`src/rtl/fb_write_ctrl_pkg.sv`:
```
// Shared definitions for the framebuffer write controller: geometry, register map,
// CTRL bit positions and fill-engine state encodings.
package fb_write_ctrl_pkg;

  localparam int FB_ADDR_WIDTH = 15;
  localparam int FB_DATA_WIDTH = 8;
  localparam int FB_DEPTH      = 19200;

  localparam logic [1:0] REG_CTRL = 2'd0;
  localparam logic [1:0] REG_FILL = 2'd1;
  localparam logic [1:0] REG_ADDR = 2'd2;
  localparam logic [1:0] REG_DATA = 2'd3;

  localparam int CTRL_START_BIT   = 0;
  localparam int CTRL_AUTOINC_BIT = 1;

  typedef enum logic {
    FILL_IDLE = 1'b0,
    FILL_RUN  = 1'b1
  } fill_state_t;

endpackage

```
`src/rtl/fb_write_ctrl_fill_engine.sv`:
```
// Fill engine: sweeps every framebuffer address once with a latched colour,
// then pulses done for one cycle.
module fb_fill_engine
  import fb_write_ctrl_pkg::*;
#(
  parameter int ADDR_WIDTH = FB_ADDR_WIDTH,
  parameter int DATA_WIDTH = FB_DATA_WIDTH,
  parameter int DEPTH      = FB_DEPTH
) (
  input  logic                  clk,
  input  logic                  rst_n,
  input  logic                  start,
  input  logic [DATA_WIDTH-1:0] colour,
  output logic                  fill_wr_en,
  output logic [ADDR_WIDTH-1:0] fill_wr_addr,
  output logic [DATA_WIDTH-1:0] fill_wr_data,
  output logic                  busy,
  output logic                  done
);

  localparam logic [ADDR_WIDTH-1:0] LAST_ADDR = ADDR_WIDTH'(DEPTH - 1);

  fill_state_t           state, state_next;
  logic [ADDR_WIDTH-1:0] counter;
  logic [DATA_WIDTH-1:0] colour_q;

  always_ff @(posedge clk or negedge rst_n) begin
    if (!rst_n) begin
      state    <= FILL_IDLE;
      counter  <= '0;
      colour_q <= '0;
      done     <= 1'b0;
    end else begin
      state <= state_next;
      done  <= (state == FILL_RUN) && (counter == LAST_ADDR);
      if (state == FILL_IDLE && start) begin
        counter  <= '0;
        colour_q <= colour;
      end else if (state == FILL_RUN) begin
        counter <= counter + 1'b1;
      end
    end
  end

  always_comb begin
    state_next = state;
    busy       = 1'b0;
    fill_wr_en = 1'b0;
    case (state)
      FILL_IDLE: if (start) state_next = FILL_RUN;
      FILL_RUN: begin
        busy       = 1'b1;
        fill_wr_en = 1'b1;
        if (counter == LAST_ADDR) state_next = FILL_IDLE;
      end
      default: state_next = FILL_IDLE;
    endcase
  end

  assign fill_wr_addr = counter;
  assign fill_wr_data = colour_q;

endmodule

```
`src/rtl/fb_write_ctrl.sv`:
```
// Wishbone slave owning the framebuffer RAM write port; arbitrates CPU pixel
// writes through an auto-incrementing pointer against the hardware fill engine.
module fb_write_ctrl
  import fb_write_ctrl_pkg::*;
#(
  parameter int ADDR_WIDTH = FB_ADDR_WIDTH,
  parameter int DATA_WIDTH = FB_DATA_WIDTH,
  parameter int DEPTH      = FB_DEPTH
) (
  input  logic                  clk,
  input  logic                  rst_n,
  input  logic                  wb_cyc_i,
  input  logic                  wb_stb_i,
  input  logic                  wb_we_i,
  input  logic [1:0]            wb_adr_i,
  input  logic [31:0]           wb_dat_i,
  output logic [31:0]           wb_dat_o,
  output logic                  wb_ack_o,
  output logic                  fb_wr_en,
  output logic [ADDR_WIDTH-1:0] fb_wr_addr,
  output logic [DATA_WIDTH-1:0] fb_wr_data,
  output logic                  fill_busy,
  output logic                  fill_done
);

  localparam logic [ADDR_WIDTH-1:0] LAST_ADDR = ADDR_WIDTH'(DEPTH - 1);

  logic [ADDR_WIDTH-1:0] pointer;
  logic                  autoinc;
  logic [DATA_WIDTH-1:0] fill_colour;
  logic                  start_pulse;
  logic                  cpu_wr_en;
  logic [ADDR_WIDTH-1:0] cpu_wr_addr;
  logic [DATA_WIDTH-1:0] cpu_wr_data;
  logic                  fill_wr_en;
  logic [ADDR_WIDTH-1:0] fill_wr_addr;
  logic [DATA_WIDTH-1:0] fill_wr_data;
  logic [31:0]           rd_data;
  logic                  req, stall, accept, wr;
  logic                  unused_wb_dat;

  // A DATA write waits without ack while the fill engine owns the port.
  assign req    = wb_cyc_i & wb_stb_i & ~wb_ack_o;
  assign stall  = wb_we_i & (wb_adr_i == REG_DATA) & fill_busy;
  assign accept = req & ~stall;
  assign wr     = accept & wb_we_i;

  assign unused_wb_dat = &{1'b0, wb_dat_i[31:ADDR_WIDTH]};

  always_comb begin
    rd_data = '0;
    case (wb_adr_i)
      REG_CTRL: rd_data = {30'b0, fill_busy, autoinc};
      REG_FILL: rd_data = {{(32-DATA_WIDTH){1'b0}}, fill_colour};
      REG_ADDR: rd_data = {{(32-ADDR_WIDTH){1'b0}}, pointer};
      default:  rd_data = '0;
    endcase
  end

  always_ff @(posedge clk or negedge rst_n) begin
    if (!rst_n) begin
      wb_ack_o    <= 1'b0;
      wb_dat_o    <= '0;
      pointer     <= '0;
      autoinc     <= 1'b0;
      fill_colour <= '0;
      start_pulse <= 1'b0;
      cpu_wr_en   <= 1'b0;
      cpu_wr_addr <= '0;
      cpu_wr_data <= '0;
    end else begin
      wb_ack_o    <= accept;
      wb_dat_o    <= (accept & ~wb_we_i) ? rd_data : '0;
      start_pulse <= 1'b0;
      cpu_wr_en   <= 1'b0;
      if (wr) begin
        case (wb_adr_i)
          REG_CTRL: begin
            autoinc     <= wb_dat_i[CTRL_AUTOINC_BIT];
            start_pulse <= wb_dat_i[CTRL_START_BIT] & ~fill_busy;
          end
          REG_FILL: fill_colour <= wb_dat_i[DATA_WIDTH-1:0];
          REG_ADDR: pointer     <= wb_dat_i[ADDR_WIDTH-1:0];
          REG_DATA: begin
            if (pointer <= LAST_ADDR) begin
              cpu_wr_en   <= 1'b1;
              cpu_wr_addr <= pointer;
              cpu_wr_data <= wb_dat_i[DATA_WIDTH-1:0];
              if (autoinc) pointer <= (pointer == LAST_ADDR) ? '0 : pointer + 1'b1;
            end
          end
          default: ;
        endcase
      end
    end
  end

  fb_fill_engine #(
    .ADDR_WIDTH(ADDR_WIDTH),
    .DATA_WIDTH(DATA_WIDTH),
    .DEPTH     (DEPTH)
  ) u_fill (
    .clk         (clk),
    .rst_n       (rst_n),
    .start       (start_pulse),
    .colour      (fill_colour),
    .fill_wr_en  (fill_wr_en),
    .fill_wr_addr(fill_wr_addr),
    .fill_wr_data(fill_wr_data),
    .busy        (fill_busy),
    .done        (fill_done)
  );

  always_comb begin
    fb_wr_en   = cpu_wr_en;
    fb_wr_addr = cpu_wr_addr;
    fb_wr_data = cpu_wr_data;
    if (fill_busy) begin
      fb_wr_en   = fill_wr_en;
      fb_wr_addr = fill_wr_addr;
      fb_wr_data = fill_wr_data;
    end
  end

endmodule

```
`config.mk`:
```
export PLATFORM = sky130hd
export DESIGN_NAME = fb_write_ctrl
export DESIGN_NICKNAME = d
export VERILOG_FILES = /design/src/rtl/fb_write_ctrl_pkg.sv /design/src/rtl/fb_write_ctrl_fill_engine.sv /design/src/rtl/fb_write_ctrl.sv
export SDC_FILE = /design/constraint.sdc
export NUM_CORES = 1
export LEC_CHECK = 0
export CAP_MARGIN = 10
export CELL_PAD_IN_SITES_DETAIL_PLACEMENT = 1
export CELL_PAD_IN_SITES_GLOBAL_PLACEMENT = 1
export CORE_MARGIN = 3
export CORE_UTILIZATION = 40
export DETAILED_ROUTE_END_ITERATION = 12
export PLACE_DENSITY = 0.77
export SYNTH_ARGS = -nofsm -noshare
export SYNTH_HDL_FRONTEND = slang
export SYNTH_SLANG_ARGS = --single-unit
```
`constraint.sdc`:
```
create_clock -name clk -period 2.9 [get_ports clk]
set_input_delay 0.29 -clock clk [delete_from_list [all_inputs] [get_ports clk]]
set_output_delay 0.29 -clock clk [all_outputs]
set_load 0.05 [all_outputs]
```
### Word level (Yosys, flattened, before mapping)

Cells that the tools add are included.

| storage, ports and cells | value |
|---|---|
| flip-flop bits (word level) | 107 |
| input port bits | 39 |
| output and inout port bits | 59 |
| logic and storage cells | 65 |

| operators by class | value |
|---|---|
| add/subtract/negate cells | 2 |
| magnitude comparators | 1 |
| equal/unequal tests | 7 |
| mux-type cells | 20 |
| bitwise gates (word level) | 13 |
| reductions and logical operators | 9 |

Operator list:

| operator | number |
|---|---|
| two-way mux 15 bit | 6 |
| one-hot mux 15 bit (3 select lines) | 1 |
| two-way mux 32 bit | 1 |
| adder 15 x 1 -> 15 bit (second input constant) | 2 |
| equality test 15 bit (second input constant) | 2 |
| one-hot mux 15 bit (2 select lines) | 1 |
| less-or-equal comparator 15 bit (second input constant) | 1 |
| two-way mux 1 bit | 9 |
| bitwise AND 1 bit | 8 |
| two-way mux 8 bit | 1 |
| inverter 1 bit | 5 |
| equality test 2 bit (second input constant) | 2 |
| AND reduction 2 bit | 2 |
| AND reduction 4 bit | 1 |
| nonzero test 2 bit | 2 |
| AND reduction 3 bit | 1 |
| equality test 2 x 1 -> 1 bit (second input constant) | 1 |
| logical AND 1 bit | 2 |
| zero test 2 bit | 1 |
| != test 2 x 1 -> 1 bit (second input constant) | 1 |
| != test 2 bit (second input constant) | 1 |
| one-hot mux 1 bit (2 select lines) | 1 |

### Logic depth before layout (Yosys ltp)

| logic depth | value |
|---|---|
| depth after elaboration | 7 |
| mapped depth | 8 |
| gate-level depth less buffers | 6 |

### Hierarchy

From an unflattened synthesis, not the netlist that was laid out.

| second synthesis, totals | value |
|---|---|
| cells, all modules | 413 |
| area total of the unflattened synthesis | 4,729.5 um2 |

Modules (own cells, without submodules):

| module | instances | cells an instance | area an instance (um2) | seq. area each (um2) |
|---|---|---|---|---|
| fb_write_ctrl | 1 | 319 | 3,498.4 | 1,626.6 |
| fb_fill_engine | 1 | 94 | 1,231.2 | 625.6 |

### Worst setup path after synthesis

No wires, ideal clock.

| timing | value |
|---|---|
| kind | register -> register |
| start | register pointer[8] |
| end | register cpu_wr_addr[1] |
| library setup time | 0.125 ns |
| arrival | 2.184 ns |
| required time | 2.775 ns |
| setup slack | 0.591 ns |
| cell stages (with the launch flop) | 8 |
| path buffers | 2 |
| period minus slack after synthesis | 2.309 ns |
| cells stage by stage | dfrtp_1 -> buf_6 -> or4b_4 -> nor4_1 -> nor2_1 -> o211ai_4 -> buf_6 -> mux2_2 |

| between the ends | value |
|---|---|
| word-level cells in the longest chain between the ends | 2 |

RTL lines:

| what | RTL line | source |
|---|---|---|
| from (decl) | fb_write_ctrl.sv:28 | `logic [ADDR_WIDTH-1:0] pointer;` |
| from (signal assigned) | fb_write_ctrl.sv:83 | `REG_ADDR: pointer <= wb_dat_i[ADDR_WIDTH-1:0];` |
| from (signal assigned) | fb_write_ctrl.sv:89 | `if (autoinc) pointer <= (pointer == LAST_ADDR) ? '0 : pointer + 1'b1;` |
| less-or-equal comparator 15 bit | fb_write_ctrl.sv:85 | `if (pointer <= LAST_ADDR) begin` |
| AND reduction 3 bit (no source line) | -- |  |
| to (signal assigned) | fb_write_ctrl.sv:87 | `cpu_wr_addr <= pointer;` |
| to (decl) | fb_write_ctrl.sv:33 | `logic [ADDR_WIDTH-1:0] cpu_wr_addr;` |

No other way between the ends.
A chain may end at the register's enable or synchronous reset.

### Worst setup path in the final report

| timing | value |
|---|---|
| start | register pointer[13] |
| end | register cpu_wr_addr[8] |

The elaborated chain is that of the path after synthesis.

==> results.json <==
{
  "status": "finished, final reports clean",
  "clockBufferDepth": 2,
  "postRouteAntennaNets": 0,
  "rrSetupSlack_ns": 0.40,
  "met1_length_mm": 5.406,
  "synth_edf_count": 0,
  "wl_met2_mm": 5.848,
  "layout-drive-gt1-share_pct": 28.12,
  "hp-class": "in2async",
  "avgSynthCellArea_um2": 11.30,
  "finalMaxSlewViolations": 0,
  "vias": 3421,
  "clock-sinks": 90,
  "num_rows": 38,
  "finClkSkew_ns": 0.01126,
  "mappedNetlistArea_um2": 4496,
  "clock.fmax_ghz": 0.4003,
  "hold_slack_ns": 0.4277,
  "postLayoutCellArea_um2": 5425,
  "area_growth_pct": 20.68,
  "p_total_mw": 3.972,
  "die_y_um": 112.0,
  "post_cts_buffers": 0,
  "fin_crit_sh_pct": 86.14,
  "worst_slack_ns": 0.4021,
  "nNetsFinal": 509,
  "dieArea_um2": 12550,
  "async_flop_share_pct": 100.0,
  "layout_min_cycle_time_ns": 2.498,
  "pin_count": 98,
  "required_ns": 3.16,
  "grt_pass1_wl_mm": 19.22,
  "place_area_um2": 5213,
  "hold_viol": 0,
  "cts_tree": "built",
  "yosysUniqueCellTypes": 55,
  "grt_overflow": 0,
  "critPathArrivalTime_ns": 2.75,
  "dr.pass1.iters": 4,
  "rsz0062_at_grt": "no",
  "tns_ns": 0,
  "path_class": "reg2reg",
  "diodes": 0,
  "grtUsageTotal_pct": 19.14,
  "p_leak_nw": 2.413,
  "syn_inst": 398,
  "hpwl_mm": 8.447,
  "powerDensity_nw_per_um2": 732.1,
  "endpoint_kind": "flip-flop",
  "routabilityCongestion": 0.8342,
  "critPathLaunchType": "flip-flop",
  "grt_max_degree": 52,
  "root_buffer": "clkbuf_8",
  "coreArea_um2": 10890,
  "yosys_register_bits": 90,
  "ir_drop_v": 0.0003704,
  "cts_buffers": 9,
  "clock_latency_ns": 0.37,
  "dr_wl_met3_um": 399,
  "path_max_fanout": 21,
  "yosys_warnings": 0,
  "clk_pin_slew_ns": 0.10,
  "wl_per_cell_um": 19.24,
  "first_iter_violations": 207,
  "io_buffer_count": 63,
  "die-width_um": 112.0,
  "start_util_pct": 41.29,
  "grt_pass1_vias": 3571,
  "via_per_inst": 5.581,
  "drt_wl_total_mm": 11.80,
  "top_layer": "met4",
  "drv_cap": 0,
  "setup_viol": 0,
  "dp_worst_setup_slack_ns": 0.4393,
  "synth_top_flop_cell": "dfrtp_1",
  "cts_max_level": 3,
  "synth-seq-area-share_pct": 50.10,
  "antenna_found_initial": 0,
  "drc": 0,
  "worst-slew-pin-transition_ns": 0.6464,
  "max_slew_margin_pct": 56.75
}
[power breakdown]
group          switching [mW]  leakage [nW]  internal (mW)
clock                   0.463         0.103          0.423
sequential              0.251          1.18           1.48
combinational           0.821          1.13          0.529
total                    1.53          2.41           2.44
[cells by family after synthesis]
kind of cell,share of synthesized area [%]
AOI/OAI and AO/OA,12.27
adders and majority gates,0.5565
buffers and inverters,6.039
DFF,50.10
muxes,17.56
other,0.08342
and+or+nand+nor,13.39
[sequential cells by signal (all words and copies together) (netlist names)]
| signal | flops |
|---|---|
| wb_dat_o | 15 |
| cpu_wr_en | 1 |
| u_fill.fill_wr_addr | 15 |
| u_fill.done | 1 |
| pointer | 15 |
| wb_ack_o | 1 |
| u_fill.state | 1 |
| u_fill.fill_wr_data | 8 |
| cpu_wr_data | 8 |
| start_pulse | 1 |
| autoinc | 1 |
| cpu_wr_addr | 15 |
| fill_colour | 8 |
[synth_stat cells (2+ instances only)]
cell type	number	share of area, %
and2_1	7	0.97
nand4b_1	2	0.39
a211oi_1	3	0.50
nor3_1	10	1.1
a21oi_1	16	1.8
o22ai_1	3	0.42
nor3b_1	2	0.33
nand2_1	13	1.1
buf_6	5	1.3
or2_2	2	0.28
nand2b_1	3	0.42
ha_1	2	0.56
dfrtp_1	90	50
o31ai_1	11	1.8
buf_4	17	2.8
and3_1	4	0.56
mux2_2	63	16
o211ai_1	3	0.50
o21ai_1	6	0.67
a22oi_1	8	1.3
inv_1	6	0.50
clkbuf_1	16	1.3
nor4_1	6	0.84
nor2_1	25	2.1
nand4_1	5	0.70
mux2_4	2	0.67
nand3_1	18	2.0
o21ai_0	14	1.6
mux2i_1	5	1.1
a32oi_1	4	0.78
a311oi_1	3	0.58
[layout make-up]
type	count	area [µm²]
clock buffers	10	137.6
fillers	1188	5463
flip-flops and latches	90	2252
well taps	140	175.2
inverters	6	22.52
clock inverters	6	65.06
multi-input cells	279	2032
repair buffers	82	740.7
[cell usage in the layout, fill, tap and decap left out, types with 4 or more instances in the layout]
cell type | synthesis | routed
nand4_1 | 5 | 5
o21ai_0 | 14 | 14
mux2i_1 | 5 | 5
nor2_1 | 25 | 25
nand2_1 | 13 | 13
nor4_1 | 6 | 6
inv_1 | 6 | 6
dfrtp_1 | 90 | 90
and3_1 | 4 | 4
o31ai_1 | 11 | 11
conb_1 | 1 | 17
mux2_2 | 63 | 63
clkbuf_8 | 0 | 10
a32oi_1 | 4 | 4
nor3_1 | 10 | 10
buf_4 | 17 | 40
clkdlybuf4s50_1 | 0 | 39
a22oi_1 | 8 | 8
a21oi_1 | 16 | 16
nand3_1 | 18 | 18
o21ai_1 | 6 | 6
and2_1 | 7 | 7
[stage by stage]
stage,cells,utilization (%)
2_1_floorplan,414,-
3_3_place_gp,596,47.87
3_5_place_dp,596,47.87
4_1_cts,613,49.83
5_1_grt,613,49.83
6_report,613,49.83
[timing repair]
action / 4_1_cts / 5_1_grt
endpoints found under the hold margin: 39 / 0
hold buffers: 1 / 0
resized for setup: 0 / 0
[metal layers]
| metal | GRT usage (%) | vias up |
|---|---|---|
| li1 | - | 1573 |
| met1 | 25.65 | 1778 |
| met2 | 32.09 | 59 |
| met3 | 3.774 | 11 |
| met4 | 4.968 | 0 |
| met5 | 0 | - |
[critical path: stages, from the launching register on]
cell      delay (ns)
dfrtp_1         0.46
or4b_4          0.55
nor4_1          0.40
nor2_1          0.13
o211ai_4        0.28
buf_12          0.22
mux2_2          0.35
[final timing paths]
| check | startpoint | to | cells after the start |
|---|---|---|---|
| setup / recovery | pointer[13] | cpu_wr_addr[8] | 6 |
| hold / removal | rst_n | u_fill.fill_wr_addr[4] | 2 |
| setup reg to reg | pointer[13] | cpu_wr_addr[8] | 6 |
| hold reg to reg | start_pulse | u_fill.fill_wr_addr[1] | 1 |
| max in group asynchronous | rst_n | pointer[7] | 3 |
| min in group clk | start_pulse | u_fill.fill_wr_addr[1] | 1 |
No activity file was read; power rests on OpenSTA's default activity.
